### config.mk
export PLATFORM = sky130hd
export DESIGN_NAME = grid_mem_arbiter
export DESIGN_NICKNAME = d
export VERILOG_FILES = /design/src/rtl/grid_mem_arbiter.sv
export SDC_FILE = /design/constraint.sdc
export NUM_CORES = 1
export LEC_CHECK = 0
export CORE_MARGIN = 4
export CORE_UTILIZATION = 29
export CTS_CLUSTER_SIZE = 8
export DETAILED_ROUTE_END_ITERATION = 8
export PLACE_DENSITY = 0.7
export SLEW_MARGIN = 20
export SYNTH_ARGS = -nofsm -noshare
export SYNTH_HDL_FRONTEND = slang
export SYNTH_SLANG_ARGS = --single-unit
### constraint.sdc
create_clock -name clk -period 1.25 [get_ports clk]
set_input_delay 0.125 -clock clk [delete_from_list [all_inputs] [get_ports clk]]
set_output_delay 0.125 -clock clk [all_outputs]
set_load 0.005 [all_outputs]
### src/rtl/grid_mem_arbiter.sv
// Two-requester arbiter (display scanner, game FSM) for a synchronous grid RAM.
// Optional game-starvation guard: define GRID_ARB_FAIRNESS_EN.
module grid_mem_arbiter #(
  parameter int ADDR_W   = 8,
  parameter int DATA_W   = 8,
  parameter int MAX_WAIT = 3
) (
  input  logic              clk,
  input  logic              reset,
  input  logic              disp_req,
  input  logic [ADDR_W-1:0] disp_addr,
  output logic              disp_grant,
  output logic [DATA_W-1:0] disp_rdata,
  output logic              disp_rvalid,
  input  logic              game_req,
  input  logic              game_we,
  input  logic [ADDR_W-1:0] game_addr,
  input  logic [DATA_W-1:0] game_wdata,
  output logic              game_grant,
  output logic [DATA_W-1:0] game_rdata,
  output logic              game_rvalid,
  output logic [ADDR_W-1:0] mem_addr,
  output logic [DATA_W-1:0] mem_wdata,
  output logic              mem_we,
  input  logic [DATA_W-1:0] mem_rdata
);

  // state | meaning
  // ARB   | sample requests, register winner's access
  // ISSUE | access on RAM pins, requests ignored
  typedef enum logic {ARB, ISSUE} state_t;

  state_t state;
  logic   issue_rd, issue_game;
  logic   rd_pend, rd_game;
  logic   force_game, game_wins, disp_wins;

`ifdef GRID_ARB_FAIRNESS_EN
  logic [3:0] wait_cnt;

  assign force_game = (wait_cnt == 4'(MAX_WAIT));

  // Counts consecutive contested display wins; any game win or idle game clears it.
  always_ff @(posedge clk) begin
    if (reset) begin
      wait_cnt <= 4'd0;
    end else if (state == ARB) begin
      if (!game_req || game_wins)
        wait_cnt <= 4'd0;
      else if (disp_req)
        wait_cnt <= wait_cnt + 4'd1;
    end
  end
`else
  assign force_game = 1'b0;
`endif

  assign game_wins = game_req && (!disp_req || force_game);
  assign disp_wins = disp_req && !game_wins;

  always_ff @(posedge clk) begin
    if (reset) begin
      state       <= ARB;
      disp_grant  <= 1'b0;
      game_grant  <= 1'b0;
      disp_rvalid <= 1'b0;
      game_rvalid <= 1'b0;
      disp_rdata  <= '0;
      game_rdata  <= '0;
      mem_addr    <= '0;
      mem_wdata   <= '0;
      mem_we      <= 1'b0;
      issue_rd    <= 1'b0;
      issue_game  <= 1'b0;
      rd_pend     <= 1'b0;
      rd_game     <= 1'b0;
    end else begin
      disp_grant  <= 1'b0;
      game_grant  <= 1'b0;
      mem_we      <= 1'b0;
      disp_rvalid <= 1'b0;
      game_rvalid <= 1'b0;
      rd_pend     <= 1'b0;
      case (state)
        ARB: begin
          if (game_wins) begin
            mem_addr   <= game_addr;
            mem_wdata  <= game_wdata;
            mem_we     <= game_we;
            game_grant <= 1'b1;
            issue_rd   <= !game_we;
            issue_game <= 1'b1;
            state      <= ISSUE;
          end else if (disp_wins) begin
            mem_addr   <= disp_addr;
            disp_grant <= 1'b1;
            issue_rd   <= 1'b1;
            issue_game <= 1'b0;
            state      <= ISSUE;
          end
        end
        ISSUE: begin
          // RAM samples mem_addr this cycle; data returns next cycle.
          rd_pend  <= issue_rd;
          rd_game  <= issue_game;
          issue_rd <= 1'b0;
          state    <= ARB;
        end
        default: state <= ARB;
      endcase
      if (rd_pend) begin
        if (rd_game) begin
          game_rdata  <= mem_rdata;
          game_rvalid <= 1'b1;
        end else begin
          disp_rdata  <= mem_rdata;
          disp_rvalid <= 1'b1;
        end
      end
    end
  end

endmodule

Word level (Yosys, flattened, before mapping) --
Index checks and enable logic that the tools add are counted.
Storage, ports and cells: output and inout port bits 37, register bits 42, logic and storage cells 47
Cells by class: bitwise operators 4, multiplexer cells 13, reductions and logical operators 15, equal/unequal tests 1
Operators with widths (count):
- $mux W8 | 2
- $mux W1 | 9
- $reduce_and A2 Y1 | 4
- $reduce_or A2 Y1 | 3
- $reduce_or A3 Y1 | 2
- $not A1 Y1 | 4
- $pmux W1 S2 | 2
- $logic_not A1 Y1 | 3
- $ne A3 B3 Y1 const B | 1
- $logic_and A1 B1 Y1 | 2
- $reduce_bool A2 Y1 | 1

Logic depth before layout (Yosys ltp) --
depth in word-level cells 7, mapped depth 6

Worst setup path before layout --
No wires, ideal clock.
kind register to register, from register state, to register mem_wdata[0], buffers on the path 2, cell stages (with the launch flop) 6, clock period less this slack 1132 ps, slack 118 ps, setup time 128 ps, required time 1122 ps, data arrival time 1005 ps, cells stage by stage dfxtp_1 -> buf_6 -> nor3b_1 -> buf_4 -> mux2i_1 -> nor2_1
On the way: cells in the longest elaborated chain, start to end 2
Ends and longest elaborated chain:
- start: declaration | line 33 | state_t state;
- start signal: assignment | line 63 | state <= ARB;
- start signal: assignment | line 93 | state <= ISSUE;
- start signal: assignment | line 99 | state <= ISSUE;
- $not A1 Y1 (no line)
- $reduce_and A2 Y1 (no line)
- end signal: assignment | line 88 | mem_wdata <= game_wdata;
- end: declaration | line 23 | output logic [DATA_W-1:0] mem_wdata,
No other way between the ends. A chain may end at the register's enable or synchronous reset.

Worst setup path in the final report --
from register state, to register mem_wdata[1]
The elaborated chain is that of the path after synthesis.

==> impl_results.md <==
* Ant. Diodes at 0
* Clk_lat worst skew at 0.29 ns
* Initial antenna violation count at 0
* Mapped Nets at about 200
* Worst slew pin tran at 0.336 ns
* Sw frac at 0.238
* Slowest stage cell, crit path: dfxtp_1
* Clock power share at 0.320
* Logic gate share of total power at 0.147
* Sequential share of the synthesized area at 0.537
* Die W at roughly 81 um
* Number of library cell types mapped by synthesis at 24
* Routed WL at 3710 um
* CTS Root Cell: clkbuf_8
* Largest net degree at the start of global routing at 26
* Cell-internal power at between 0.002 and 0.0025 W
* Fillers at 485
* Fmax at 872 MHz
* IO Count at 74
* Max cap viols at 0
* CP Data Arrival Time at between 1 and 1.5 ns
* Hold Startpoint: mem_rdata[7]
* Gpl congestion at 0.765
* Layout cells sized above 1 at 0.162
* Slew Viols, Final at 0
* Tcrit/Tclk final at 0.917
* Leakage at between 1 and 1.5 nW
* Multi-input gate area at around 640 um^2
* Die height at a little over 80 um
* Antenna-violating nets left at 0
* Worst R2R Start: state
* Critical path class: flip-flop to flip-flop
* Status: complete, no violations
* Inst Count DP at ~310
* Critical path launch point: state
* H-Tree Depth at 2
* Non-filler instance count after layout at around 320
* Clock-pin slew on the worst setup and hold paths at 0.08 ns
* GRT overflow at 0
* Hold-fix buffer count after cts at 0
* Postcts setup bufs at 0
* Port buffer count at 73
* Vias per cell at roughly 4.5
* Setup Viol. Count Final at 0
* Reg area at 858 um^2
* Synth Cell Area at approximately 1600 um^2
* Clock sink total at between 40 and 50
* CP max FO at 8
* CTS max path bufs at 2
* Crit start category: flip-flop
* DP HPWL at approximately 2800 um
* Critical path's largest stage delay at about 0.33 ns
* Sequential power share at 0.533
* Residual DRC at 0
* Initial Utilization at 0.303
* Worst path required time at 1.43 ns
* Setup Skew at between 0.005 and 0.006 ns
* PwrDens at between 1000 and 1500 nW/um^2
* Overall global routing resource usage at 0.114
* Final hold viol count at 0
* Yosys Warn Count at 0
* CTS tree: yes
* Core area at between 5000 and 6000 um^2
* Layout Nets at ~280
* Vias at around 1400
* CTS buffer count at 5
* Vias in the first global route at around 1300
* Cells after Synth at 166
* Min-Delay Path Class: input port to flip-flop
* DR WL/cell at approximately 12 um
* Die footprint at about 6600 um^2
* Sw power at 0.000635 W
* CP delay by family, top: flip-flops
* Worst rel slew slack at 0.776
* WP buf/inv at 1
* FP Rows at 26
* Syn Area/Cell at around 9.4 um^2
* Peak VDD IR at about 0.38 mV
* Initial drt markers at 25
* First-pass GRT wire length at about 5700 um
* Drt pass-1 iters at 4
* CP Capture Type: flip-flop
* Fin crit period at approximately 1.1 ns
* Worst-path cell chain: nor3b_2 -> buf_4 -> mux2i_1 -> nor2_1
* Min Hold Slack at 0.407 ns
* Area Overhead vs Synth at 60.6%
* Seq cells post-synth at 42
==> logic make-up (layout without fill, tap and decap cells) <==
kind of cell / count (synthesis) / count (layout) / synth area share
flip-flops: 42 / 42 / 0.537
buffers and inverters: 14 / 95 / 0.0607
AO/OA/AOI/OAI: 29 / 29 / 0.119
AND/OR/NAND/NOR: 64 / 64 / 0.175
multiplexers: 17 / 17 / 0.109
==> state kept, by name, indices dropped and copies added (netlist names) <==
signal,cells
game_grant,1
mem_wdata,8
disp_rvalid,1
disp_rdata,8
game_rdata,8
rd_game,1
mem_addr,8
disp_grant,1
state,1
issue_game,1
issue_rd,1
mem_we,1
game_rvalid,1
rd_pend,1
==> cells in the final DEF, fill, tap and decap left out, types with 2 or more instances in the layout <==
cell             synthesis  final
buf_12                   0      2
nand2_1                 26     26
a21oi_1                 18     18
a211oi_1                 8      8
dfxtp_1                 42     28
nand3_1                  8      8
dlymetal6s2s_1           0      9
dfxtp_2                  0     14
clkbuf_8                 0      5
nor2_1                  21     21
dlygate4sd2_1            0     28
buf_4                    1     11
mux2i_1                 17     17
clkdlybuf4s50_1          0     36
nor2b_1                  2      2
nand2b_1                 2      2
==> Yosys cell counts <==
library cell	instances	share of area
a211oi_1	8	0.038
a211oi_2	1	0.0080
a21oi_1	18	0.058
and2_1	1	0.0040
and2_2	1	0.0048
buf_1	1	0.0024
buf_2	4	0.013
buf_4	1	0.0048
buf_6	3	0.022
buf_8	1	0.0096
clkbuf_1	3	0.0072
dfxtp_1	42	0.54
inv_1	1	0.0024
mux2i_1	17	0.11
nand2_1	26	0.062
nand2b_1	2	0.0080
nand3_1	8	0.026
nor2_1	21	0.050
nor2_2	1	0.0040
nor2b_1	2	0.0080
nor3_1	1	0.0032
nor3b_1	1	0.0048
o21a_1	1	0.0048
o21ba_4	1	0.010
==> worst reg2reg max path, cell delays in order (launching register included) <==
cell	delay, ns
dfxtp_1	0.33
nor3b_2	0.21
buf_4	0.22
mux2i_1	0.22
nor2_1	0.05
==> power groups by stage <==
stage	combinational (W)	sequential [W]	clock [W]
final	0.000392	0.00142	0.000853
after global routing	0.000431	0.00143	0.000966
after floorplan	0.000172	0.00145	0
after CTS	0.000399	0.00142	0.000896
after global placement	0.000417	0.00145	0
after detailed placement	0.000422	0.00145	0
==> through the flow <==
step	utilization	setup TNS, ns	instance area [um^2]	worst slack [ns]	power, W
5_1_grt	0.486	-0.000394	2520	-0.000394	0.00283
3_3_place_gp	0.467	-2.54	2420	-0.215	0.00187
6_report	0.486	0	2520	0.104	0.00267
2_1_floorplan	-	0	1570	0.118	0.00163
4_1_cts	0.481	0	2490	0.000160	0.00272
3_5_place_dp	0.467	-3.07	2420	-0.257	0.00187
==> routing by layer <==
layer	vias to the layer above	share of wire	track usage	wire length (um)
met5	-	0	0	0
met3	6	0.12	0.0461	430
met4	0	0.013	0.0557	47
li1	714	-	-	-
met1	640	0.40	0.132	1490
met2	59	0.47	0.182	1740
==> worst paths after layout <==
| path | to | slack [ns] | depth (start not counted) |
|---|---|---|---|
| max | mem_wdata[1] | 0.10 | 4 |
| min | disp_rdata[7] | 0.41 | 3 |
| max reg2reg | mem_wdata[1] | 0.10 | 4 |
| min reg2reg | rd_pend | 0.45 | 2 |
==> cell type report <==
type,count,area share
sequential,42,0.341
multi-input combinational,110,0.253
tap,70,0.0348
inverter,1,0.00149
timing repair buffer,86,0.334
clock inverter,3,0.00845
clock buffer,5,0.0273
==> repair_timing <==
| action | in CTS | in global routing |
|---|---|---|
| cloned | 0 | 0 |
| endpoints found under the setup margin | 30 | 16 |
| resized for setup | 42 | 10 |
No activity file was read; power rests on OpenSTA's default activity.
